==> src/rtl/alu_pkg.sv <==
// Shared definitions for the execute-stage ALU.
// - 4-bit ALU operation codes, shared with the ALU control unit.
// - FSM state encoding for the multicycle shifter.
// - is_shift(): true for the ops that run iteratively (SLL/SRL).
package alu_pkg;

  localparam logic [3:0] ALU_LUI     = 4'b0000;
  localparam logic [3:0] ALU_OR      = 4'b0001;
  localparam logic [3:0] ALU_SLL     = 4'b0010;
  localparam logic [3:0] ALU_ADD     = 4'b0011;
  localparam logic [3:0] ALU_SRL     = 4'b0100;
  localparam logic [3:0] ALU_SUB     = 4'b0101;
  localparam logic [3:0] ALU_AND     = 4'b0110;
  localparam logic [3:0] ALU_NOR     = 4'b0111;
  localparam logic [3:0] ALU_DEFAULT = 4'b1001;  // control-unit default, illegal here

  typedef enum logic [1:0] {
    ST_IDLE  = 2'd0,
    ST_SHIFT = 2'd1,
    ST_DONE  = 2'd2
  } state_e;

  function automatic logic is_shift(input logic [3:0] op);
    return (op == ALU_SLL) || (op == ALU_SRL);
  endfunction

endpackage

==> src/rtl/alu_logic_core.sv <==
// Combinational single-cycle ALU ops: LUI, OR, ADD, SUB, AND, NOR.
// Shift codes return 0 with illegal=0 (the top handles shifts itself);
// any other unknown code returns 0 with illegal=1.
// Ports:
//   op      : 4-bit ALU operation code
//   a, b    : operands
//   result  : op result, modulo 2**DATA_WIDTH
//   illegal : op code is not a defined ALU operation
module alu_logic_core
  import alu_pkg::*;
#(
  parameter int DATA_WIDTH = 32
) (
  input  logic [3:0]            op,
  input  logic [DATA_WIDTH-1:0] a,
  input  logic [DATA_WIDTH-1:0] b,
  output logic [DATA_WIDTH-1:0] result,
  output logic                  illegal
);

  localparam int HALF = DATA_WIDTH / 2;

  always_comb begin
    result  = '0;
    illegal = 1'b0;
    case (op)
      ALU_LUI:          result = {b[HALF-1:0], {HALF{1'b0}}};
      ALU_OR:           result = a | b;
      ALU_ADD:          result = a + b;
      ALU_SUB:          result = a - b;
      ALU_AND:          result = a & b;
      ALU_NOR:          result = ~(a | b);
      ALU_SLL, ALU_SRL: result = '0;
      default:          illegal = 1'b1;
    endcase
  end

endmodule

==> src/rtl/alu_multicycle_exec.sv <==
// Execute-stage ALU with start/ready/done handshake.
// Logical/arithmetic ops complete in one cycle; SLL/SRL shift one bit per
// cycle through a working register so no barrel shifter is needed.
// Ports:
//   clk, reset        : clock, synchronous active-high reset
//   start_i           : request, accepted when ready_o=1
//   alu_operation_i   : 4-bit op code (see alu_pkg)
//   a_i, b_i, shamt_i : operands, latched on accept
//   ready_o           : can accept start_i this cycle (IDLE or DONE)
//   done_o            : one-cycle pulse, result/zero/illegal valid
//   result_o, zero_o, illegal_o : registered outputs, held until next update
module alu_multicycle_exec
  import alu_pkg::*;
#(
  parameter int DATA_WIDTH  = 32,  // must be even
  parameter int SHAMT_WIDTH = 5    // 2**SHAMT_WIDTH <= DATA_WIDTH
) (
  input  logic                   clk,
  input  logic                   reset,
  input  logic                   start_i,
  input  logic [3:0]             alu_operation_i,
  input  logic [DATA_WIDTH-1:0]  a_i,
  input  logic [DATA_WIDTH-1:0]  b_i,
  input  logic [SHAMT_WIDTH-1:0] shamt_i,
  output logic                   ready_o,
  output logic                   done_o,
  output logic [DATA_WIDTH-1:0]  result_o,
  output logic                   zero_o,
  output logic                   illegal_o
);

  state_e                 state, state_nx;
  logic [DATA_WIDTH-1:0]  work;
  logic [SHAMT_WIDTH-1:0] cnt;
  logic                   dir_right;

  logic [DATA_WIDTH-1:0]  core_res;
  logic                   core_ill;
  logic                   accept, load_shift, last_shift;
  logic [DATA_WIDTH-1:0]  one_res, shift_step;

  alu_logic_core #(.DATA_WIDTH(DATA_WIDTH)) u_core (
    .op      (alu_operation_i),
    .a       (a_i),
    .b       (b_i),
    .result  (core_res),
    .illegal (core_ill)
  );

  always_comb begin
    state_nx   = state;
    ready_o    = (state != ST_SHIFT);
    done_o     = (state == ST_DONE);
    accept     = start_i && ready_o;
    // a zero-length shift is just a pass-through of b, done in one cycle
    load_shift = accept && is_shift(alu_operation_i) && (shamt_i != '0);
    one_res    = is_shift(alu_operation_i) ? b_i : core_res;
    shift_step = dir_right ? (work >> 1) : (work << 1);
    // cnt is never 0 while in SHIFT, so 1 marks the final step
    last_shift = (state == ST_SHIFT) && (cnt == SHAMT_WIDTH'(1));

    if (accept) begin
      state_nx = load_shift ? ST_SHIFT : ST_DONE;
    end else begin
      case (state)
        ST_SHIFT: if (last_shift) state_nx = ST_DONE;
        ST_DONE:  state_nx = ST_IDLE;
        default:  state_nx = ST_IDLE;
      endcase
    end
  end

  always_ff @(posedge clk) begin
    if (reset) begin
      state     <= ST_IDLE;
      work      <= '0;
      cnt       <= '0;
      dir_right <= 1'b0;
      result_o  <= '0;
      zero_o    <= 1'b1;
      illegal_o <= 1'b0;
    end else begin
      state <= state_nx;
      if (load_shift) begin
        work      <= b_i;
        cnt       <= shamt_i;
        dir_right <= (alu_operation_i == ALU_SRL);
      end else if (accept) begin
        result_o  <= one_res;
        zero_o    <= (one_res == '0);
        illegal_o <= core_ill;
      end else if (state == ST_SHIFT) begin
        work <= shift_step;
        cnt  <= cnt - SHAMT_WIDTH'(1);
        if (last_shift) begin
          result_o  <= shift_step;
          zero_o    <= (shift_step == '0);
          illegal_o <= 1'b0;
        end
      end
    end
  end

endmodule

==> config.mk <==
export PLATFORM = sky130hd
export DESIGN_NAME = alu_multicycle_exec
export DESIGN_NICKNAME = d
export VERILOG_FILES = /design/src/rtl/alu_pkg.sv /design/src/rtl/alu_logic_core.sv /design/src/rtl/alu_multicycle_exec.sv
export SDC_FILE = /design/constraint.sdc
export NUM_CORES = 1
export LEC_CHECK = 0
export CORE_ASPECT_RATIO = 1.25
export CORE_UTILIZATION = 56
export CTS_CLUSTER_SIZE = 20
export DETAILED_ROUTE_END_ITERATION = 8
export PLACE_DENSITY = 0.79
export SLEW_MARGIN = 15
export SYNTH_ARGS = -nofsm -noshare
export SYNTH_HDL_FRONTEND = slang
export SYNTH_HIERARCHICAL = 1
export SYNTH_SLANG_ARGS = --single-unit
==> constraint.sdc <==
create_clock -name clk -period 7.65 [get_ports clk]
set_input_delay 1.53 -clock clk [delete_from_list [all_inputs] [get_ports clk]]
set_output_delay 1.53 -clock clk [all_outputs]
set_load 0.05 [all_outputs]
==> out/qor.txt <==
Final period utilization -> 0.9240
Grt ovf -> 0
Initial antenna violation count -> 0
Vias per Instance -> 7.010
All-Layer GR Usage -> 0.4118
Detail Route Antenna Nets -> 0
Largest net degree at the start of global routing -> 75
Int Power -> 0.8561 mW
CP max FO -> 8
Distinct cells, synth -> 72
VDD IR max -> 0.0001623 V
Post-synthesis sequential area ratio -> 0.1924
#FFs+latches synth -> 74
Clock network fraction of total power -> 0.295
FFs w/ async S/R, synth -> 0
Area of placed instances -> 8917 um^2
Final period demand of the worst path -> 7069 ps
Ports -> 112
First-pass GRT wire length -> 45,570 um
Number of global-route vias before repair -> 8,532
Post-CTS sizing -> 0
Post-synth EDFFs -> 0
Syn Nets -> 1,189
Pre-antenna DRT Iters -> 6
Kind of critical path -> input pin to flop
Synth warn -> 6
Finished Layout Cells -> 1,322
RSZ-0062 raised after global routing -> false
Routed wire per std cell -> 22.63 um
Port Buffer Count -> 111
Placed cells -> 1,306
Comb pwr share -> 0.404
Final Setup Violations -> 0
Die area -> 14,230 um^2
Crit path DAT -> 7320 ps
Initial DRC Count -> 1,329
CTS tree -> yes
Final hold violation count -> 0
Peak Freq -> 141.5 MHz
Post-route cell area -> 9209 um^2
Slew @ Worst Pin -> 1123 ps
Die span in y -> 133.1 um
Clk_skew -> 5.340 ps
Antenna diodes -> 0
Placement Rows -> 47
TNS Setup -> 0 ps
Synth Instances -> 1,076
Post-CTS Setup Bufs -> 0
Predominant post-synthesis flop cell -> dfxtp_1
Mapped Avg Cell Area -> 7.157 um^2
Initial core utilization -> 0.5769
CTS Buf Count -> 9
Clock sinks -> 74
GPL Wtd Cong -> 0.9994
# Max-Cap Violations -> 0
Pins Over Slew Limit -> 0
Final wirelength -> 29,920 um
CTS clk-pin slew, worst paths -> 60 ps
# DRC -> 0
Flop2flop setup slack -> 4760 ps
Synth Cell Area -> 7701 um^2
Slew headroom -> 0.2489
Clock network latency to the later pin of the worst-skew pair -> 330 ps
Core area -> 13,350 um^2
Net Sw Frac -> 0.3787
CTS Buffer Depth -> 2
Htree depth -> 3
Sequential share of power -> 0.302
P_leak -> 3.460 nW
Hpwl dp -> 21,780 um
Via count -> 9,267
Switch Pwr -> 0.5219 mW
Layout cells sized above 1 -> 0.08862
Chip width -> 106.9 um
Area grow syn2layout -> 19.58%
Status -> complete, no violations
Crit. End Element -> flop
Power per cell area -> 149.6 nW/um^2
Post-CTS Hold Buffers -> 0
Hold_ws -> 449.8 ps
Setup crit start kind -> input pin
Root Driver -> clkbuf_16
Hold Crit Class -> flop to flop
Crit path required time -> 7900 ps
Final nets -> 1,259
# fillers -> 1,184
## registers in the layout (all words and copies together) (netlist names)
name       cells
state          2
dir_right      1
work          32
zero_o         1
illegal_o      1
result_o      32
cnt            5
## metrics by stage
stage	util	setup slack [ps]	power, mW
6_report	0.6898	581.5	1.378
5_1_grt	0.6898	216.6	1.427
4_1_cts	0.6898	735.1	1.361
3_5_place_dp	0.6680	439.6	0.9594
3_3_place_gp	0.6680	467.7	0.9569
2_1_floorplan	-	1784	0.7588
## path summary, 6_finish.rpt
check,end,cells past startpoint,from
setup reg to reg,dir_right,9,state[0]
setup / recovery,zero_o,20,b_i[2]
hold / removal,result_o[18],2,result_o[18]
hold reg to reg,result_o[18],2,result_o[18]
## layer usage
metal / part of all wire / global-route usage / wire length [um] / vias to the layer above
li1: - / - / - / 4154
met1: 0.37 / 0.5118 / 11060 / 4269
met2: 0.46 / 0.6584 / 13680 / 697
met3: 0.11 / 0.06311 / 3159 / 147
met4: 0.068 / 0.2671 / 2023 / 0
met5: 0 / 0 / 0 / -
## cell families after synthesis
kind of cell	share of synthesized area
AOI/OAI and AO/OA	0.3542
and+or+nand+nor	0.2171
buffers and inverters	0.06028
DFF	0.1924
xor gates and xnor gates	0.06710
adders and majority gates	0.06109
muxes	0.04793
## synth_stat cells (5+ instances only)
library cell,n,share of area
ha_1,36,0.058
a31oi_1,7,0.0057
a21o_1,33,0.032
clkbuf_1,52,0.025
a22oi_1,49,0.048
nand3_1,10,0.0065
nand2_1,177,0.086
o31ai_1,24,0.023
xnor2_1,28,0.032
mux2_2,31,0.045
and3_1,10,0.0081
inv_1,25,0.012
o41ai_1,5,0.0057
o221ai_1,5,0.0057
nand3b_1,5,0.0049
buf_4,5,0.0049
nor2_1,69,0.034
nor3_1,16,0.010
nor2b_1,5,0.0041
a311o_1,31,0.040
buf_2,20,0.013
xor2_1,31,0.035
o21ai_0,78,0.051
nor4_1,18,0.015
nand4_1,16,0.013
a21oi_1,112,0.073
buf_1,6,0.0029
or3_1,5,0.0041
dfxtp_1,74,0.19
a32o_1,13,0.017
o311ai_0,15,0.017
## power by group through the flow
stage          sequential [mW]  clock [mW]  combinational (mW)
2_1_floorplan            0.458           0               0.301
3_3_place_gp             0.423           0               0.534
3_5_place_dp             0.423           0               0.536
4_1_cts                  0.415       0.406               0.539
5_1_grt                  0.417       0.422               0.589
6_report                 0.416       0.406               0.556
## final cells by class
class,instances,area (um^2),area share
clock inverters,4,25.02,0.002717
repair buffers,143,1346,0.1462
flip-flops and latches,74,1481,0.1609
inverters,26,97.59,0.01060
well taps,171,214.0,0.02323
clock buffers,12,266.5,0.02894
multi-input cells,892,5778,0.6274
## critical path, cell delays in order
cell and delay (ps):
clkdlybuf4s50_1 530, nor4_2 490, and3_1 250, nand3b_1 160
or3_2 520, o21ai_0 210, xor2_1 110, ha_1 460
nand4_1 170, nor2_1 270, nor4b_1 610, o31ai_1 250
o41ai_1 530, xnor2_1 170, o221ai_1 150, nor4_1 190
nand4_1 140, nor3_1 200, o2111ai_1 150, a32oi_1 210
## cell usage in the layout, fill, tap and decap left out, types with 5 or more instances in the layout
cell	Yosys	final
nand2_1	177	177
a21oi_1	112	112
clkdlybuf4s50_1	0	110
o21ai_0	78	78
dfxtp_1	74	74
nor2_1	69	68
a22oi_1	49	49
ha_1	36	36
a21o_1	33	33
buf_4	5	32
mux2_2	31	31
xor2_1	31	31
a311o_1	31	31
xnor2_1	28	28
inv_1	25	25
o31ai_1	24	24
nor4_1	18	18
nand4_1	16	16
nor3_1	16	15
o311ai_0	15	15
a32o_1	13	13
nand3_1	10	10
and3_1	10	10
clkbuf_16	0	9
a31oi_1	7	7
or3_1	5	5
o41ai_1	5	5
nand3b_1	5	5
o221ai_1	5	5
(Power assumes the default switching activity.)
